$ cat config.mk
export PLATFORM = sky130hd
export DESIGN_NAME = obi_wb_arbiter_flat
export DESIGN_NICKNAME = d
export VERILOG_FILES = /design/src/rtl/obi_wb_arbiter_if.sv /design/src/rtl/obi_wb_arbiter.sv /design/src/flat_wrapper.sv
export SDC_FILE = /design/constraint.sdc
export NUM_CORES = 1
export LEC_CHECK = 0
export CORE_ASPECT_RATIO = 0.9
export CORE_MARGIN = 3
export CORE_UTILIZATION = 47
export DETAILED_ROUTE_END_ITERATION = 6
export PLACE_DENSITY = 0.88
export SLEW_MARGIN = 10
export SYNTH_ARGS = -nofsm -noshare
export SYNTH_HDL_FRONTEND = slang
export SYNTH_SLANG_ARGS = --single-unit
$ cat constraint.sdc
create_clock -name clk -period 2.5 [get_ports clk]
set_input_delay 0.375 -clock clk [delete_from_list [all_inputs] [get_ports clk]]
set_output_delay 0.375 -clock clk [all_outputs]
set_load 0.01 [all_outputs]
$ cat src/rtl/obi_wb_arbiter_if.sv
// obi_wb_arbiter_if -- signal bundle between the core's two OBI ports, the
// arbiter, and the shared Wishbone classic master bus.
//   master : arbiter side. Takes the OBI requests and Wishbone slave responses.
//            Drives the OBI grants and responses and the Wishbone request lines.
//   slave  : environment side (core OBI ports plus Wishbone slave), the mirror image.
// Signals:
//   instr_* : fetch port (req/gnt/addr, rvalid/err/rdata)
//   data_*  : load/store port (req/gnt/we/be/addr/wdata, rvalid/err/rdata)
//   wb_*    : Wishbone classic (cyc/stb/we/adr/dat_o/sel out, dat_i/ack in)
interface obi_wb_arbiter_if;
  logic        instr_req_i, instr_gnt_o;
  logic [31:0] instr_addr_i;
  logic        instr_rvalid_o, instr_err_o;
  logic [31:0] instr_rdata_o;

  logic        data_req_i, data_gnt_o, data_we_i;
  logic [3:0]  data_be_i;
  logic [31:0] data_addr_i, data_wdata_i;
  logic        data_rvalid_o, data_err_o;
  logic [31:0] data_rdata_o;

  logic        wb_cyc_o, wb_stb_o, wb_we_o;
  logic [31:0] wb_adr_o, wb_dat_o;
  logic [3:0]  wb_sel_o;
  logic [31:0] wb_dat_i;
  logic        wb_ack_i;

  modport master (
    input  instr_req_i, instr_addr_i,
    input  data_req_i, data_we_i, data_be_i, data_addr_i, data_wdata_i,
    input  wb_dat_i, wb_ack_i,
    output instr_gnt_o, instr_rvalid_o, instr_err_o, instr_rdata_o,
    output data_gnt_o, data_rvalid_o, data_err_o, data_rdata_o,
    output wb_cyc_o, wb_stb_o, wb_we_o, wb_adr_o, wb_dat_o, wb_sel_o
  );

  modport slave (
    output instr_req_i, instr_addr_i,
    output data_req_i, data_we_i, data_be_i, data_addr_i, data_wdata_i,
    output wb_dat_i, wb_ack_i,
    input  instr_gnt_o, instr_rvalid_o, instr_err_o, instr_rdata_o,
    input  data_gnt_o, data_rvalid_o, data_err_o, data_rdata_o,
    input  wb_cyc_o, wb_stb_o, wb_we_o, wb_adr_o, wb_dat_o, wb_sel_o
  );
endinterface

$ cat src/rtl/obi_wb_arbiter.sv
// obi_wb_arbiter -- shares one Wishbone classic master bus between the core's
// instruction-fetch and load/store OBI ports. At most one transaction is
// outstanding. Simultaneous requests alternate round-robin. A watchdog turns a
// bus that never acks into an OBI error response.
// Ports:
//   clk    : single clock, rising edge
//   rst_n  : asynchronous active-low reset
//   bus    : obi_wb_arbiter_if.master (OBI ports + Wishbone master)
// Parameters:
//   TIMEOUT_CYCLES : max cycles with cyc high waiting for ack; 0 disables
module obi_wb_arbiter #(
  parameter int unsigned TIMEOUT_CYCLES = 1024
) (
  input  logic              clk,
  input  logic              rst_n,
  obi_wb_arbiter_if.master  bus
);
  localparam bit          WD_EN    = (TIMEOUT_CYCLES != 0);
  localparam int          CW       = (TIMEOUT_CYCLES > 1) ? $clog2(TIMEOUT_CYCLES) : 1;
  localparam logic [CW-1:0] CNT_LAST = CW'(TIMEOUT_CYCLES - 1);

  typedef enum logic {IDLE, BUS} state_t;

  state_t        state_q, state_d;
  logic          owner_q, last_q;        // 1 = data port, 0 = instruction port
  logic [31:0]   adr_q, dat_q;
  logic          we_q;
  logic [3:0]    sel_q;
  logic [CW-1:0] cnt_q;
  logic [31:0]   instr_rdata_q, data_rdata_q;
  logic          instr_rvalid_q, instr_err_q, data_rvalid_q, data_err_q;

  logic          gnt_i, gnt_d, ack, tmo;
  logic [31:0]   req_adr;

  // Next state plus the combinational grant decision. Grants are gated by
  // rst_n so they read 0 for the whole reset, not just after the first edge.
  always_comb begin
    state_d = state_q;
    gnt_i   = 1'b0;
    gnt_d   = 1'b0;
    ack     = 1'b0;
    tmo     = 1'b0;
    case (state_q)
      IDLE: begin
        if (rst_n) begin
          // On a tie the port that did not win last time goes first.
          gnt_d = bus.data_req_i  & (~bus.instr_req_i | ~last_q);
          gnt_i = bus.instr_req_i & (~bus.data_req_i  |  last_q);
        end
        if (gnt_i | gnt_d) state_d = BUS;
      end
      BUS: begin
        ack = bus.wb_ack_i;
        // Ack in the final watchdog cycle still counts as a good response.
        tmo = WD_EN && !ack && (cnt_q == CNT_LAST);
        if (ack | tmo) state_d = IDLE;
      end
      default: state_d = IDLE;
    endcase
  end

  always_ff @(posedge clk or negedge rst_n) begin
    if (!rst_n) state_q <= IDLE;
    else        state_q <= state_d;
  end

  assign req_adr = gnt_d ? bus.data_addr_i : bus.instr_addr_i;

  always_ff @(posedge clk or negedge rst_n) begin
    if (!rst_n) begin
      owner_q        <= 1'b0;
      last_q         <= 1'b0;
      adr_q          <= '0;
      dat_q          <= '0;
      we_q           <= 1'b0;
      sel_q          <= '0;
      cnt_q          <= '0;
      instr_rdata_q  <= '0;
      data_rdata_q   <= '0;
      instr_rvalid_q <= 1'b0;
      instr_err_q    <= 1'b0;
      data_rvalid_q  <= 1'b0;
      data_err_q     <= 1'b0;
    end else begin
      // Responses are single-cycle pulses.
      instr_rvalid_q <= 1'b0;
      instr_err_q    <= 1'b0;
      data_rvalid_q  <= 1'b0;
      data_err_q     <= 1'b0;

      if (gnt_i | gnt_d) begin
        owner_q <= gnt_d;
        last_q  <= gnt_d;
        cnt_q   <= '0;
        adr_q   <= req_adr & 32'hFFFF_FFFC;
        we_q    <= gnt_d & bus.data_we_i;
        sel_q   <= gnt_d ? bus.data_be_i : 4'hF;
        dat_q   <= gnt_d ? bus.data_wdata_i : 32'h0;
      end

      if (state_q == BUS) begin
        cnt_q <= cnt_q + 1'b1;
        if (ack | tmo) begin
          if (owner_q) begin
            data_rvalid_q <= 1'b1;
            data_err_q    <= tmo;
            data_rdata_q  <= ack ? bus.wb_dat_i : 32'h0;
          end else begin
            instr_rvalid_q <= 1'b1;
            instr_err_q    <= tmo;
            instr_rdata_q  <= ack ? bus.wb_dat_i : 32'h0;
          end
        end
      end
    end
  end

  assign bus.instr_gnt_o    = gnt_i;
  assign bus.data_gnt_o     = gnt_d;
  assign bus.instr_rvalid_o = instr_rvalid_q;
  assign bus.instr_err_o    = instr_err_q;
  assign bus.instr_rdata_o  = instr_rdata_q;
  assign bus.data_rvalid_o  = data_rvalid_q;
  assign bus.data_err_o     = data_err_q;
  assign bus.data_rdata_o   = data_rdata_q;
  assign bus.wb_cyc_o       = (state_q == BUS);
  assign bus.wb_stb_o       = (state_q == BUS);
  assign bus.wb_we_o        = we_q;
  assign bus.wb_adr_o       = adr_q;
  assign bus.wb_dat_o       = dat_q;
  assign bus.wb_sel_o       = sel_q;
endmodule

$ cat src/flat_wrapper.sv
// flat-port wrapper written by rule: the top's interface ports become plain ports
module obi_wb_arbiter_flat 
#(
  parameter int unsigned TIMEOUT_CYCLES = 1024
)
  (clk, rst_n, bus_instr_req_i, bus_instr_addr_i, bus_data_req_i, bus_data_we_i, bus_data_be_i, bus_data_addr_i, bus_data_wdata_i, bus_wb_dat_i, bus_wb_ack_i, bus_instr_gnt_o, bus_instr_rvalid_o, bus_instr_err_o, bus_instr_rdata_o, bus_data_gnt_o, bus_data_rvalid_o, bus_data_err_o, bus_data_rdata_o, bus_wb_cyc_o, bus_wb_stb_o, bus_wb_we_o, bus_wb_adr_o, bus_wb_dat_o, bus_wb_sel_o);
  obi_wb_arbiter_if bus_i ();
  input  logic clk;
  input  logic rst_n;
  input wire logic [$bits(bus_i.instr_req_i)-1:0] bus_instr_req_i;
  input wire logic [$bits(bus_i.instr_addr_i)-1:0] bus_instr_addr_i;
  input wire logic [$bits(bus_i.data_req_i)-1:0] bus_data_req_i;
  input wire logic [$bits(bus_i.data_we_i)-1:0] bus_data_we_i;
  input wire logic [$bits(bus_i.data_be_i)-1:0] bus_data_be_i;
  input wire logic [$bits(bus_i.data_addr_i)-1:0] bus_data_addr_i;
  input wire logic [$bits(bus_i.data_wdata_i)-1:0] bus_data_wdata_i;
  input wire logic [$bits(bus_i.wb_dat_i)-1:0] bus_wb_dat_i;
  input wire logic [$bits(bus_i.wb_ack_i)-1:0] bus_wb_ack_i;
  output wire logic [$bits(bus_i.instr_gnt_o)-1:0] bus_instr_gnt_o;
  output wire logic [$bits(bus_i.instr_rvalid_o)-1:0] bus_instr_rvalid_o;
  output wire logic [$bits(bus_i.instr_err_o)-1:0] bus_instr_err_o;
  output wire logic [$bits(bus_i.instr_rdata_o)-1:0] bus_instr_rdata_o;
  output wire logic [$bits(bus_i.data_gnt_o)-1:0] bus_data_gnt_o;
  output wire logic [$bits(bus_i.data_rvalid_o)-1:0] bus_data_rvalid_o;
  output wire logic [$bits(bus_i.data_err_o)-1:0] bus_data_err_o;
  output wire logic [$bits(bus_i.data_rdata_o)-1:0] bus_data_rdata_o;
  output wire logic [$bits(bus_i.wb_cyc_o)-1:0] bus_wb_cyc_o;
  output wire logic [$bits(bus_i.wb_stb_o)-1:0] bus_wb_stb_o;
  output wire logic [$bits(bus_i.wb_we_o)-1:0] bus_wb_we_o;
  output wire logic [$bits(bus_i.wb_adr_o)-1:0] bus_wb_adr_o;
  output wire logic [$bits(bus_i.wb_dat_o)-1:0] bus_wb_dat_o;
  output wire logic [$bits(bus_i.wb_sel_o)-1:0] bus_wb_sel_o;
  assign bus_i.instr_req_i = bus_instr_req_i;
  assign bus_i.instr_addr_i = bus_instr_addr_i;
  assign bus_i.data_req_i = bus_data_req_i;
  assign bus_i.data_we_i = bus_data_we_i;
  assign bus_i.data_be_i = bus_data_be_i;
  assign bus_i.data_addr_i = bus_data_addr_i;
  assign bus_i.data_wdata_i = bus_data_wdata_i;
  assign bus_i.wb_dat_i = bus_wb_dat_i;
  assign bus_i.wb_ack_i = bus_wb_ack_i;
  assign bus_instr_gnt_o = bus_i.instr_gnt_o;
  assign bus_instr_rvalid_o = bus_i.instr_rvalid_o;
  assign bus_instr_err_o = bus_i.instr_err_o;
  assign bus_instr_rdata_o = bus_i.instr_rdata_o;
  assign bus_data_gnt_o = bus_i.data_gnt_o;
  assign bus_data_rvalid_o = bus_i.data_rvalid_o;
  assign bus_data_err_o = bus_i.data_err_o;
  assign bus_data_rdata_o = bus_i.data_rdata_o;
  assign bus_wb_cyc_o = bus_i.wb_cyc_o;
  assign bus_wb_stb_o = bus_i.wb_stb_o;
  assign bus_wb_we_o = bus_i.wb_we_o;
  assign bus_wb_adr_o = bus_i.wb_adr_o;
  assign bus_wb_dat_o = bus_i.wb_dat_o;
  assign bus_wb_sel_o = bus_i.wb_sel_o;
  obi_wb_arbiter #(.TIMEOUT_CYCLES(TIMEOUT_CYCLES)) u_core (.clk(clk), .rst_n(rst_n), .bus(bus_i));
endmodule
# --- Word-level counts from Yosys, hierarchy flattened ---
# Cells that the tools add are included.
totals:
  regBits: 147
  inputBits: 138
  output_inout_bits: 141
  wordCells: 62
classes:
  add_sub_neg: 1
  eq_ne: 1
  muxes: 29
  bitwise: 13
  n_reduce_logical: 5
ops:
  columns: ["operator", "count"]
  rows:
  - ["32-bit two-way mux", 3]
  - ["1-bit two-way mux", 22]
  - ["10-bit two-way mux", 2]
  - ["10-bit by 1-bit adder with 10-bit output (second input constant)", 1]
  - ["10-bit == test (second input constant)", 1]
  - ["1-bit bitwise OR", 6]
  - ["3-bit AND reduction", 2]
  - ["4-bit two-way mux", 1]
  - ["1-bit inverter", 4]
  - ["1-bit AND", 3]
  - ["1-bit case mux with 2 select lines", 1]
  - ["2-bit nonzero test", 1]
  - ["1-bit logical AND", 1]
  - ["1-bit logical NOT", 1]

# --- Depth between registers and ports, before layout ---
# Gate-level depths: netlist of run 1.
depth:
  depth_word: 9
  depth_mapped: 6
  ltp_nobuf: 4

# --- Worst setup path before layout of run 1 ---
# OpenSTA, ideal clock, no wires.
synth_path:
  kind: "reg-to-reg"
  startpoint: "reg u_core.cnt_q[0]"
  endpoint: "reg u_core.data_rdata_q[10] (netlist: u_core.bus.data_rdata_o[10])"
  setup_ns: 0.124
  arrival_ns: 1.517
  required_time_ns: 2.376
  slack_ns: 0.859
  path_stages_with_launch: 6
  path_buffers: 1
  period_less_slack_ns: 1.641
  cell_sequence: "dfrtp_1 > ha_1 > and3_1 > a41oi_4 > buf_6 > a211o_1"
synth_between:
  elab_chain_cells: 5
synth_rtl:
  columns: ["element", "line_no", "text"]
  rows:
  - ["start, declared", "obi_wb_arbiter.sv:29", "logic [CW-1:0] cnt_q;"]
  - ["start signal, assigned", "obi_wb_arbiter.sv:103", "cnt_q <= cnt_q + 1'b1;"]
  - ["10-bit == test", "obi_wb_arbiter.sv:56", "tmo = WD_EN && !ack && (cnt_q == CNT_LAST);"]
  - ["1-bit logical AND", "obi_wb_arbiter.sv:56", null]
  - ["1-bit two-way mux", "obi_wb_arbiter.sv:44", "case (state_q)"]
  - ["1-bit bitwise OR", "obi_wb_arbiter.sv:104", "if (ack | tmo) begin"]
  - ["3-bit AND reduction (no line)", null, null]
  - ["end signal, assigned", "obi_wb_arbiter.sv:108", "data_rdata_q <= ack ? bus.wb_dat_i : 32'h0;"]
  - ["end, declared", "obi_wb_arbiter.sv:30", "logic [31:0] instr_rdata_q, data_rdata_q;"]
# Every way passes these cells.
# A chain may end at the register's enable or synchronous reset.

# --- Worst setup path in the final report of run 1 ---
layout_path:
  startpoint: "in bus_data_req_i"
  endpoint: "out bus_data_gnt_o"
layout_between:
  elab_chain_cells: 4
layout_rtl:
  columns: ["element", "line_no", "text"]
  rows:
  - ["start, declared", "flat_wrapper.sv:12", "input wire logic [$bits(bus_i.data_req_i)-1:0] bus_data_req_i;"]
  - ["1-bit AND", "obi_wb_arbiter.sv:48", "gnt_d = bus.data_req_i & (~bus.instr_req_i | ~last_q);"]
  - ["1-bit two-way mux", "obi_wb_arbiter.sv:46", "if (rst_n) begin"]
  - ["1-bit two-way mux (2 in series)", "obi_wb_arbiter.sv:44", null]
  - ["end, declared", "flat_wrapper.sv:23", "output wire logic [$bits(bus_i.data_gnt_o)-1:0] bus_data_gnt_o;"]
# Every way passes these cells. The select of a mux whose other input is x is not followed.

==> impl_summary.log, run 1 <==
INFO  metric worstSetupPathDepth = 5
INFO  metric reg2reg_to = u_core.bus.data_rdata_o[16]$_DFFE_PN0P_
INFO  metric crit_path_frequent_cell = clkdlybuf4s50_1
INFO  metric port_buffers = between 200 and 300
INFO  metric crit_path_start = bus_data_req_i
INFO  metric synth_seq_cells = around 150
INFO  metric cts.sink_count = 147
INFO  metric drv_slew = 0
INFO  metric grt_setup_unrepaired = false
INFO  metric synth_top_family_by_area = compound AO/OA/AOI/OAI gates
INFO  metric fill_cells = around 1000
INFO  metric synth_largest_type_area_fraction = between 50% and 60%
INFO  metric cts_resized = 0
INFO  metric hold_class = in -> async
INFO  metric post_synth_mux_area_share = 3.34%
INFO  metric run_status = finished clean
INFO  metric layout-drive-gt1-share = roughly 6.7%
INFO  metric finalNetCount = ~1000
INFO  metric setup_slack = between 0.15 and 0.2 ns
INFO  metric grt_pass1_vias = around 6000
INFO  metric async_flop_share = 100%
INFO  metric route.detailed.wl_per_inst = 18.7 um
INFO  metric arrival = between 1.5 and 2 ns
INFO  metric synth_edf_count = 0
INFO  metric ff2ff_setup_slack = between 0.6 and 0.7 ns
INFO  metric antenna_left = 0
INFO  metric cp-start-kind = input port
INFO  metric drc = 0
INFO  metric synth_compound_gate_area_share = 24.2%
INFO  metric dr_total_vias = a little over 6000
INFO  metric critical-path-slowest-cell = clkdlybuf4s50_1
INFO  metric reg_to_reg_startpoint = u_core.cnt_q[0]$_DFFE_PN0P_
INFO  metric syn2layout_area_growth = 51.2%
INFO  metric syn_inst = between 600 and 700
INFO  metric critical-path-top-delay-family = buffers and inverters
INFO  metric critical_path.endpoint = bus_data_gnt_o
INFO  metric groute.usage.overall = roughly a quarter
INFO  metric post-dp-hpwl = ~14000 um
INFO  metric max_freq = between 400 and 500 MHz
INFO  metric die_x = about 130 um
INFO  metric post_synth_fa_ha_maj_area_fraction = less than 1%
INFO  metric cts.htree.levels = 4
INFO  metric holdWs = 0.0815 ns
INFO  metric final.setup.tns = 0 ns
INFO  metric detail_route.vias_per_cell = roughly 5.5
INFO  metric number_of_buffers_inserted_by_post_cts_setup_repair = 0
INFO  metric post_synthesis_simple_gate_area_fraction = 11.6%
INFO  metric max-cap-violations = 0
INFO  metric ir_drop = 709 uV
INFO  metric tritoncts.num_buffers = 17
INFO  metric critical_path.cell_chain = clkdlybuf4s50_1 > and3b_1 > nand2_1 > inv_2 > clkdlybuf4s50_1
INFO  metric core_area = between 10000 and 15000 sq um
INFO  metric max_stage_delay = between 0.5 and 0.6 ns
INFO  metric dieHeight = roughly 120 um
INFO  metric top_ports = between 200 and 300
INFO  metric worst_skew_pair.late_latency = roughly 0.42 ns
INFO  metric yosys_most_used_dff = dfrtp_1
INFO  metric placement.setup.worst_slack = around 0.20 ns
INFO  metric yosys.cell_types.count = 40
INFO  metric grt_pass1_wl = around 33000 um
INFO  metric crit_type = in -> out
INFO  metric max_slew_margin = 42.3%
INFO  metric worst_setup_path_end_kind = output pin
INFO  metric pwr_density_cell = about 900 nW/um^2
INFO  metric cts-root-buf = clkbuf_16
INFO  metric detail_route.iter0.violations = slightly above 400
INFO  metric transition_time_of_the_tightest_slew_check_pin = 0.862 ns
INFO  metric p_leak = ~4.5 nW
INFO  metric share_of_the_yosys_chip_area_belonging_to_registers = approximately 53%
INFO  metric cts_tree = yes
INFO  metric timing.final.crit_share = approximately 93%
INFO  metric r2r_cells = 5
INFO  metric total_buffers_and_inverters_traversed_by_the_critical_path = 3
INFO  metric number_of_warnings_printed_during_yosys_synthesis = 0
INFO  metric synth.avg_cell_area = 10.5 sq um
INFO  metric ys_top_cells_by_area = dfrtp_1 (53%), a211o_1 (5.6%), a22o_1 (4.3%)
INFO  metric synthesis.area = roughly 6900 sq um
INFO  metric routed_wl = about 21000 um
INFO  metric grt_overflow_total = 0
INFO  metric synthXorXnorAreaFrac = 0.254%
INFO  metric timing.final.setup_violations = 0
INFO  metric drt_first_pass_iters = 5
INFO  metric initial_core_util = between 40% and 50%
INFO  metric num_antenna_cells = 0
INFO  metric number_of_antenna_violations_at_the_first_check_in_global_routing = 0
INFO  metric gp_routability_congestion = 0.850
INFO  metric timing.final.crit_period = approximately 2.3 ns
INFO  metric synthDominantAreaCellType = dfrtp_1
INFO  metric finalClockSkew = between 0.008 and 0.009 ns
INFO  metric floorplan.rows = 41
INFO  metric grt_max_degree = 130
INFO  metric clk_transition_reported_paths = 0.06 ns
INFO  metric crit_fanout = 4
INFO  metric cts-root-to-sink-buffers = 2
INFO  metric die_footprint = about 16000 sq um
INFO  metric final-hold-violation-count = 0
INFO  metric worst-endpoint-required = roughly 2.1 ns
==> Yosys cell counts, drive strengths merged, types with 23 or more instances <==
cell type	number
mux2i	23
o21ai	43
dfrtp	147
a22o	34
nand2	42
a211o	44
clkbuf	43
nor2	34
and2	32
inv	51
o2111ai	30
o211ai	35
==> worst min path at each step <==
| stage | startpoint | end | slack (ns) | depth (start not counted) |
|---|---|---|---|---|
| 2_1_floorplan | rst_n | u_core.bus.data_err_o$_DFF_PN0_ | 0.08 | 0 |
| 3_3_place_gp | rst_n | u_core.bus.instr_rdata_o[28]$_DFFE_PN0P_ | 0.23 | 1 |
| 3_5_place_dp | rst_n | u_core.bus.data_rdata_o[28]$_DFFE_PN0P_ | 0.23 | 1 |
| 4_1_cts | rst_n | u_core.cnt_q[7]$_DFFE_PN0P_ | 0.12 | 2 |
| 5_1_grt | rst_n | u_core.cnt_q[7]$_DFFE_PN0P_ | 0.13 | 2 |
| 6_report | rst_n | u_core.cnt_q[2]$_DFFE_PN0P_ | 0.08 | 2 |
==> flip-flops by register name, summed over array words and instances, names as in the netlist <==
register / cells
u_core.cnt_q: 10
u_core.bus.wb_cyc_o: 1
u_core.bus.instr_err_o: 1
u_core.bus.instr_rvalid_o: 1
u_core.bus.data_err_o: 1
u_core.bus.instr_rdata_o: 32
u_core.last_q: 1
u_core.bus.data_rdata_o: 32
u_core.bus.wb_adr_o: 30
u_core.bus.wb_dat_o: 32
u_core.bus.wb_we_o: 1
u_core.bus.wb_sel_o: 4
u_core.bus.data_rvalid_o: 1
==> layout make-up <==
class	instances	area, sq um	share of cell area, %
sequential	147	3680	35.3
multi-input combinational	399	2750	26.4
inverter	51	191	1.84
timing repair buffer	293	2920	28.1
clock buffer	19	443	4.25
clock inverter	13	184	1.77
tap	193	241	2.32
==> metal layers <==
layer,track usage [%],vias to the layer above,part of all wire (%)
met2,43.1,196,51
met5,0,-,0
met3,7.53,44,5.7
li1,-,2869,-
met1,31.5,3001,41
met4,8.87,0,2.7
==> cell families (layout without fill, tap and decap cells) <==
family / count (synthesis) / in the layout
buffers and inverters: 111 / 376
AND/OR/NAND/NOR: 157 / 157
XOR/XNOR: 2 / 2
flip-flops: 147 / 147
AO/OA/AOI/OAI: 214 / 214
adder cells (fa/ha/maj): 1 / 1
other: 1 / 2
multiplexers: 23 / 23
==> cells in the final DEF, fill, tap and decap left out, types with 30 or more instances in the layout <==
cell type / synthesis / layout
nand2_1: 42 / 42
o21ai_0: 42 / 42
o211ai_1: 35 / 35
clkdlybuf4s50_1: 0 / 271
dfrtp_1: 147 / 147
o2111ai_1: 30 / 30
and2_1: 32 / 32
nor2_1: 34 / 33
a22o_1: 34 / 34
inv_1: 50 / 50
a211o_1: 44 / 44
==> repair_timing <==
action | CTS | global route
hold endpoints to repair | 18 | 0
hold buffers | 1 | 0
setup endpoints to repair | 0 | 0
==> power breakdown <==
group	internal, mW	leakage (nW)	switching [mW]	total (mW)
registers	2.99	1.70	0.444	3.43
clock network	1.69	0.299	1.01	2.70
logic	1.87	2.46	1.41	3.27
==> stage by stage <==
stage / cell area, sq um / std cells / total power [mW] / util [%]
3_3_place_gp: 9770 / 1082 / 6.61 / 69.0
4_1_cts: 10400 / 1115 / 9.46 / 73.5
2_1_floorplan: 6890 / 657 / 4.87 / -
6_report: 10400 / 1115 / 9.41 / 73.5
3_5_place_dp: 9770 / 1082 / 6.71 / 69.0
5_1_grt: 10400 / 1115 / 9.86 / 73.5
Note: power is estimated with default switching activity, not from simulation.
==> inputs of run 2 (changes only) <==
- SLEW_MARGIN: 10 -> 20
==> results of run 2 <==
Final layout, timing and power as in run 1 (identical DEF).
==> inputs of run 3 (changes only) <==
- MAX_ROUTING_LAYER: default -> met4
==> run 3 against run 2 <==
Compared with the run above: via count rose by 0.11%; global-route usage rose by 0.72 points; routed wire length barely moved; combinational power barely moved; largest power group unchanged.
==> impl_summary.log, run 3 (synthesis gave the netlist of run 1 again) <==
INFO  metric setup_slack = 0.178 ns (-0.00219 ns)
INFO  metric drc = 0 (unchanged)
INFO  metric critical-path-slowest-cell = clkdlybuf4s50_1
INFO  metric layout-drive-gt1-share = 6.72% (unchanged)
INFO  metric gp_routability_congestion = 0.864 (+1.6%)
INFO  metric cts.htree.levels = 4 (unchanged)
INFO  metric post-dp-hpwl = 14000 um (unchanged)
INFO  metric finalNetCount = 1048 (unchanged)
INFO  metric timing.final.crit_share = 92.9% (about the same)
INFO  metric transition_time_of_the_tightest_slew_check_pin = 0.864 ns (+0.00205 ns)
INFO  metric num_antenna_cells = 0 (unchanged)
INFO  metric ir_drop = 710 uV (about the same)
INFO  metric grt_overflow_total = 0 (unchanged)
INFO  metric crit_path_frequent_cell = clkdlybuf4s50_1
INFO  metric worst_setup_path_end_kind = output pin
INFO  metric max-cap-violations = 0 (unchanged)
INFO  metric crit_fanout = 4 (unchanged)
INFO  metric drt_first_pass_iters = 5 (unchanged)
INFO  metric r2r_cells = 5 (unchanged)
INFO  metric core_area = 14200 sq um (unchanged)
INFO  metric finalClockSkew = 0.00795 ns (-0.000334 ns)
INFO  metric dr_total_vias = 6117 (+0.11%)
INFO  metric route.detailed.wl_per_inst = 18.7 um (about the same)
INFO  metric top_ports = 279 (unchanged)
INFO  metric fin_cells = 1115 (unchanged)
INFO  metric layout.area.seq = 3680 sq um (unchanged)
INFO  metric max_freq = 431 MHz (about the same)
INFO  metric final-hold-violation-count = 0 (unchanged)
INFO  metric antenna_left = 0 (unchanged)
INFO  metric place_inst = 1082 (unchanged)
INFO  metric detail_route.vias_per_cell = 5.49 (+0.11%)
INFO  metric most_used_cells_in_the_layout_excluding_fill_and_tap_cells = clkdlybuf4s50_1 (271), dfrtp_1 (147), inv_1 (50), a211o_1 (44)
INFO  metric die_x = 134 um (unchanged)
INFO  metric cts_tree = yes
INFO  metric cp-start-kind = input port
INFO  metric timing.final.setup_violations = 0 (unchanged)
INFO  metric clk_transition_reported_paths = 0.06 ns (about the same)
INFO  metric timing.final.crit_period = 2.32 ns (+0.00219 ns)
INFO  metric fill_cells = 1011 (unchanged)
INFO  metric number_of_buffers_inserted_by_post_cts_setup_repair = 0 (unchanged)
INFO  metric grt_setup_unrepaired = false
INFO  metric port_buffers = 272 (unchanged)
INFO  metric syn2layout_area_growth = 51.2% (unchanged)
INFO  metric crit_type = in -> out
INFO  metric critical_path.cell_chain = clkdlybuf4s50_1 > and3b_1 > nand2_1 > inv_2 > clkdlybuf4s50_1
INFO  metric hold_class = in -> async
INFO  metric cts-root-buf = clkbuf_16
INFO  metric cts-root-to-sink-buffers = 2 (unchanged)
INFO  metric worst_skew_pair.late_latency = 0.42 ns (about the same)
INFO  metric reg2reg_to = u_core.bus.instr_rdata_o[1]$_DFFE_PN0P_
INFO  metric ff2ff_setup_slack = 0.67 ns (about the same)
INFO  metric grt_max_degree = 130 (unchanged)
INFO  metric run_status = finished clean
INFO  metric number_of_antenna_violations_at_the_first_check_in_global_routing = 0 (unchanged)
INFO  metric final.setup.tns = 0 ns (unchanged)
INFO  metric multi_input_comb_area = 2750 sq um (unchanged)
INFO  metric grt_pass1_wl = 32500 um (-0.13%)
INFO  metric drv_slew = 0 (unchanged)
INFO  metric groute.usage.overall = 26.3% (+0.72 points)
INFO  metric dieHeight = 121 um (unchanged)
INFO  metric die_footprint = 16100 sq um (unchanged)
INFO  metric grt_pass1_vias = 6014 (+0.35%)
INFO  metric max_stage_delay = 0.57 ns (about the same)
INFO  metric routed_wl = 20900 um (about the same)
INFO  metric p_leak = 4.45 nW (unchanged)
INFO  metric power.total = 9.41 mW (about the same)
INFO  metric worst-endpoint-required = 2.12 ns (about the same)
INFO  metric arrival = 1.95 ns (about the same)
INFO  metric pwr_density_cell = 904 nW/um^2 (about the same)
INFO  metric placement.setup.worst_slack = 0.201 ns (unchanged)
INFO  metric initial_core_util = 48.6% (unchanged)
INFO  metric tritoncts.num_buffers = 17 (unchanged)
INFO  metric max_slew_margin = 42.2% (-0.14 points)
INFO  metric reg_to_reg_startpoint = u_core.cnt_q[0]$_DFFE_PN0P_
INFO  metric floorplan.rows = 41 (unchanged)
INFO  metric cts.sink_count = 147 (unchanged)
INFO  metric detail_route.iter0.violations = 330 (-20%)
INFO  metric layout.cells.most_common = clkdlybuf4s50_1
[run 3: cell counts in the layout (fill, tap and decap cells not counted)]
Identical to the previous run, type by type.
[run 3: worst max path at each step]
stage                     cells after the start                        start                                       to  slack, ns
after floorplan                               5  u_core.cnt_q[0]$_DFFE_PN0P_  u_core.bus.data_rdata_o[10]$_DFFE_PN0P_       0.86
after global placement                        5               bus_data_req_i                           bus_data_gnt_o       0.21
after detailed placement                      5               bus_data_req_i                           bus_data_gnt_o       0.20
after CTS                                     5               bus_data_req_i                           bus_data_gnt_o       0.18
after global routing                          5               bus_data_req_i                           bus_data_gnt_o       0.12
final                                         5               bus_data_req_i                           bus_data_gnt_o       0.18
[run 3: report_power, final]
group	internal [mW]	switching (mW)
logic	1.87	1.40
registers	2.99	0.446
clock network	1.69	1.01
[run 3: final cells by class]
type	count	share of cell area, %
inverters	51	1.84
well taps	193	2.32
multi-input cells	399	26.4
clock buffers	19	4.25
clock inverters	13	1.77
flip-flops and latches	147	35.3
repair buffers	293	28.1
[run 3: through the flow]
| step | cell area [sq um] | hold slack [ns] | utilization, % |
|---|---|---|---|
| 3_3_place_gp | 9770 | 0.235 | 69.0 |
| 6_report | 10400 | 0.0421 | 73.5 |
| 3_5_place_dp | 9770 | 0.233 | 69.0 |
| 4_1_cts | 10400 | 0.122 | 73.5 |
| 2_1_floorplan | 6890 | 0.0794 | - |
| 5_1_grt | 10400 | 0.134 | 73.5 |
[run 3: metal layers]
layer | track usage, % | vias up | wire (um)
met3 | 6.91 | 39 | 1070
li1 | - | 2863 | -
met4 | 8.87 | 0 | 514
met2 | 43.1 | 204 | 10700
met5 | - | - | 0
met1 | 31.9 | 3011 | 8560
[run 3: worst max-delay path, delay by kind of cell]
family	cells	cell delay (ns)
buffers and inverters	3	1.21
and+or+nand+nor	2	0.35
[run 3: repair_timing]
item                                   in CTS  in global routing
resized for setup                           0                  0
endpoints found under the hold margin      18                  0
hold buffers                                1                  0
==> RTL change, RTL diff (settings of run 2) <==
`TIMEOUT_CYCLES` is set to 1024 in 2 places; all go to 512.
--- a/src/rtl/obi_wb_arbiter.sv
+++ b/src/rtl/obi_wb_arbiter.sv
@@ -9,7 +9,7 @@
 // Parameters:
 //   TIMEOUT_CYCLES : max cycles with cyc high waiting for ack; 0 disables
 module obi_wb_arbiter #(
-  parameter int unsigned TIMEOUT_CYCLES = 1024
+  parameter int unsigned TIMEOUT_CYCLES = 512
 ) (
   input  logic              clk,
   input  logic              rst_n,
--- a/src/flat_wrapper.sv
+++ b/src/flat_wrapper.sv
@@ -1,7 +1,7 @@
 // flat-port wrapper written by rule: the top's interface ports become plain ports
 module obi_wb_arbiter_flat 
 #(
-  parameter int unsigned TIMEOUT_CYCLES = 1024
+  parameter int unsigned TIMEOUT_CYCLES = 512
 )
   (clk, rst_n, bus_instr_req_i, bus_instr_addr_i, bus_data_req_i, bus_data_we_i, bus_data_be_i, bus_data_addr_i, bus_data_wdata_i, bus_wb_dat_i, bus_wb_ack_i, bus_instr_gnt_o, bus_instr_rvalid_o, bus_instr_err_o, bus_instr_rdata_o, bus_data_gnt_o, bus_data_rvalid_o, bus_data_err_o, bus_data_rdata_o, bus_wb_cyc_o, bus_wb_stb_o, bus_wb_we_o, bus_wb_adr_o, bus_wb_dat_o, bus_wb_sel_o);
   obi_wb_arbiter_if bus_i ();
Check against the original RTL: no difference found for any inputs over 4 cycles, from zero or initial values and one cycle with rst_n low; that may be too few to reach the edited logic, so the function may still have changed.
==> RTL change against run 2 <==
Wire length decreased by 13%. Count of clock-buffer cells in the layout increased by 1. Power increased by 5.0%. Largest cell class unchanged. Worst setup slack got worse by 0.028 ns. Final area decreased by 10%. Sequential cell count decreased by 1. Global-route usage increased by 0.35 points. Synthesized cell count decreased by 29%. Synthesized area decreased by 14%. Combinational power increased by 6.1%.
==> RTL change: results (changes against run 2) <==
* Placer congestion estimate at 0.788 (-7.3%)
* Critical Path AT at 1.97 ns (+0.02 ns)
* Clock skew at 0.0107 ns (+0.00238 ns)
* Final WS setup at 0.152 ns (-0.0280 ns)
* Layout cells sized above 1 at 7.32% (+0.59 points)
* P_leak at 4.07 nW (-8.5%)
* Finished Layout Cells at 898 (-19%)
* Hpwl dp at 12500 um (-11%)
* Area after DPL at 8700 um2 (-11%)
* Htree depth at 4 (unchanged)
* Crit-path max FO at 8 (+4)
* Post-synth top cells: dfrtp_1, a22o_1, inv_1, o211ai_1, o2111ai_1
* Initial antenna violation count at 0 (unchanged)
* Synth top area cells: dfrtp_1, a22o_1, o2111ai_1
* Largest net degree at the start of global routing at 96 (-26%)
* Num CTS Buffers at 17 (unchanged)
* Synth async-reset ratio at 100% (unchanged)
* Delay of the slowest critical-path stage at 0.61 ns (+0.04 ns)
* Number of global-route vias before repair at 5272 (-12%)
* NetSw at 2.84 mW (-0.61%)
* Combinational Power at 3.47 mW (+6.1%)
* TritonRoute pass-1 iters at 4 (-1)
* VDD IR max at 0.000843 V (+19%)
* Status: complete, no violations
* Netlist cell types at 43 (+7.5%)
* Post-CTS resize count at 0 (unchanged)
* DR WL/cell at 20.2 um (+7.9%)
* Pre-CTS setup slack at 0.0141 ns (-0.187 ns)
* Mux cell area share after synthesis at 0.510% (-2.8 points)
* Synth Area in XOR/XNOR at 0.446% (+0.19 points)
* Ant. Diodes at 0 (unchanged)
* Clk slew on worst S/H paths at approximately 0.050 ns
* Via count of the routed design at 5083 (-17%)
* Slew headroom at 32.9% (-9.4 points)
* Compound-Gate Fraction of Synth Area at 26.1% (+2.0 points)
* GR Util All Layers at 25.9% (+0.35 points)
* CTS root buf: clkbuf_16
* Tot Pwr at 9.87 mW (+5.0%)
* Crit. Startpoint: bus_data_req_i
* Initial DRC count at 347 (-16%)
* Placed Cells at 868 (-20%)
* Hold Crit Class: primary input to asynchronous set/reset pin
* Seq/Total Area, Yosys at 62.0% (+8.6 points)
* Post-Synth Adder-Cell Area at 0.425% (+0.24 points)
* First-pass GRT wire length at 27900 um (-14%)
* Start of the worst register-to-register path: u_core.cnt_q[0]
* Flop pwr share at 37.3% (+0.8 points)
* Post-synthesis cell count at 463 (-29%)
RTL change: path summary, 6_finish.rpt:
check	to	slack, ns	cells after the start
min reg2reg	u_core.cnt_q[7]	0.48	1
min	u_core.bus.wb_adr_o[28]	0.07	2
max in group asynchronous	u_core.bus.wb_adr_o[16]	1.79	2
max	bus_instr_gnt_o	0.15	4
min in group clk	u_core.cnt_q[7]	0.48	1
max reg2reg	u_core.bus.data_rdata_o[20]	0.46	7
RTL change: area by class of cell:
class	instances	area (um2)
clock inverter	10	184
multi-input combinational	245	1890
timing repair buffer	290	2860
fill	734	2840
sequential	146	3650
clock buffer	20	447
inverter	27	104
tap	160	200
RTL change: worst register-to-register path, delay by kind of cell (launching register included):
kind	cells	cell delay, ns
fa+ha+maj	2	0.50
compound gates	2	0.42
flops	1	0.40
simple gates	2	0.32
buf+inv	1	0.28
RTL change: layer usage:
layer	part of all wire (%)	GRT usage (%)	wire, um
met5	0	0	0
met4	2.1	9.85	379
met3	7.1	6.55	1300
met2	52	44.5	9500
met1	38	31.3	6960
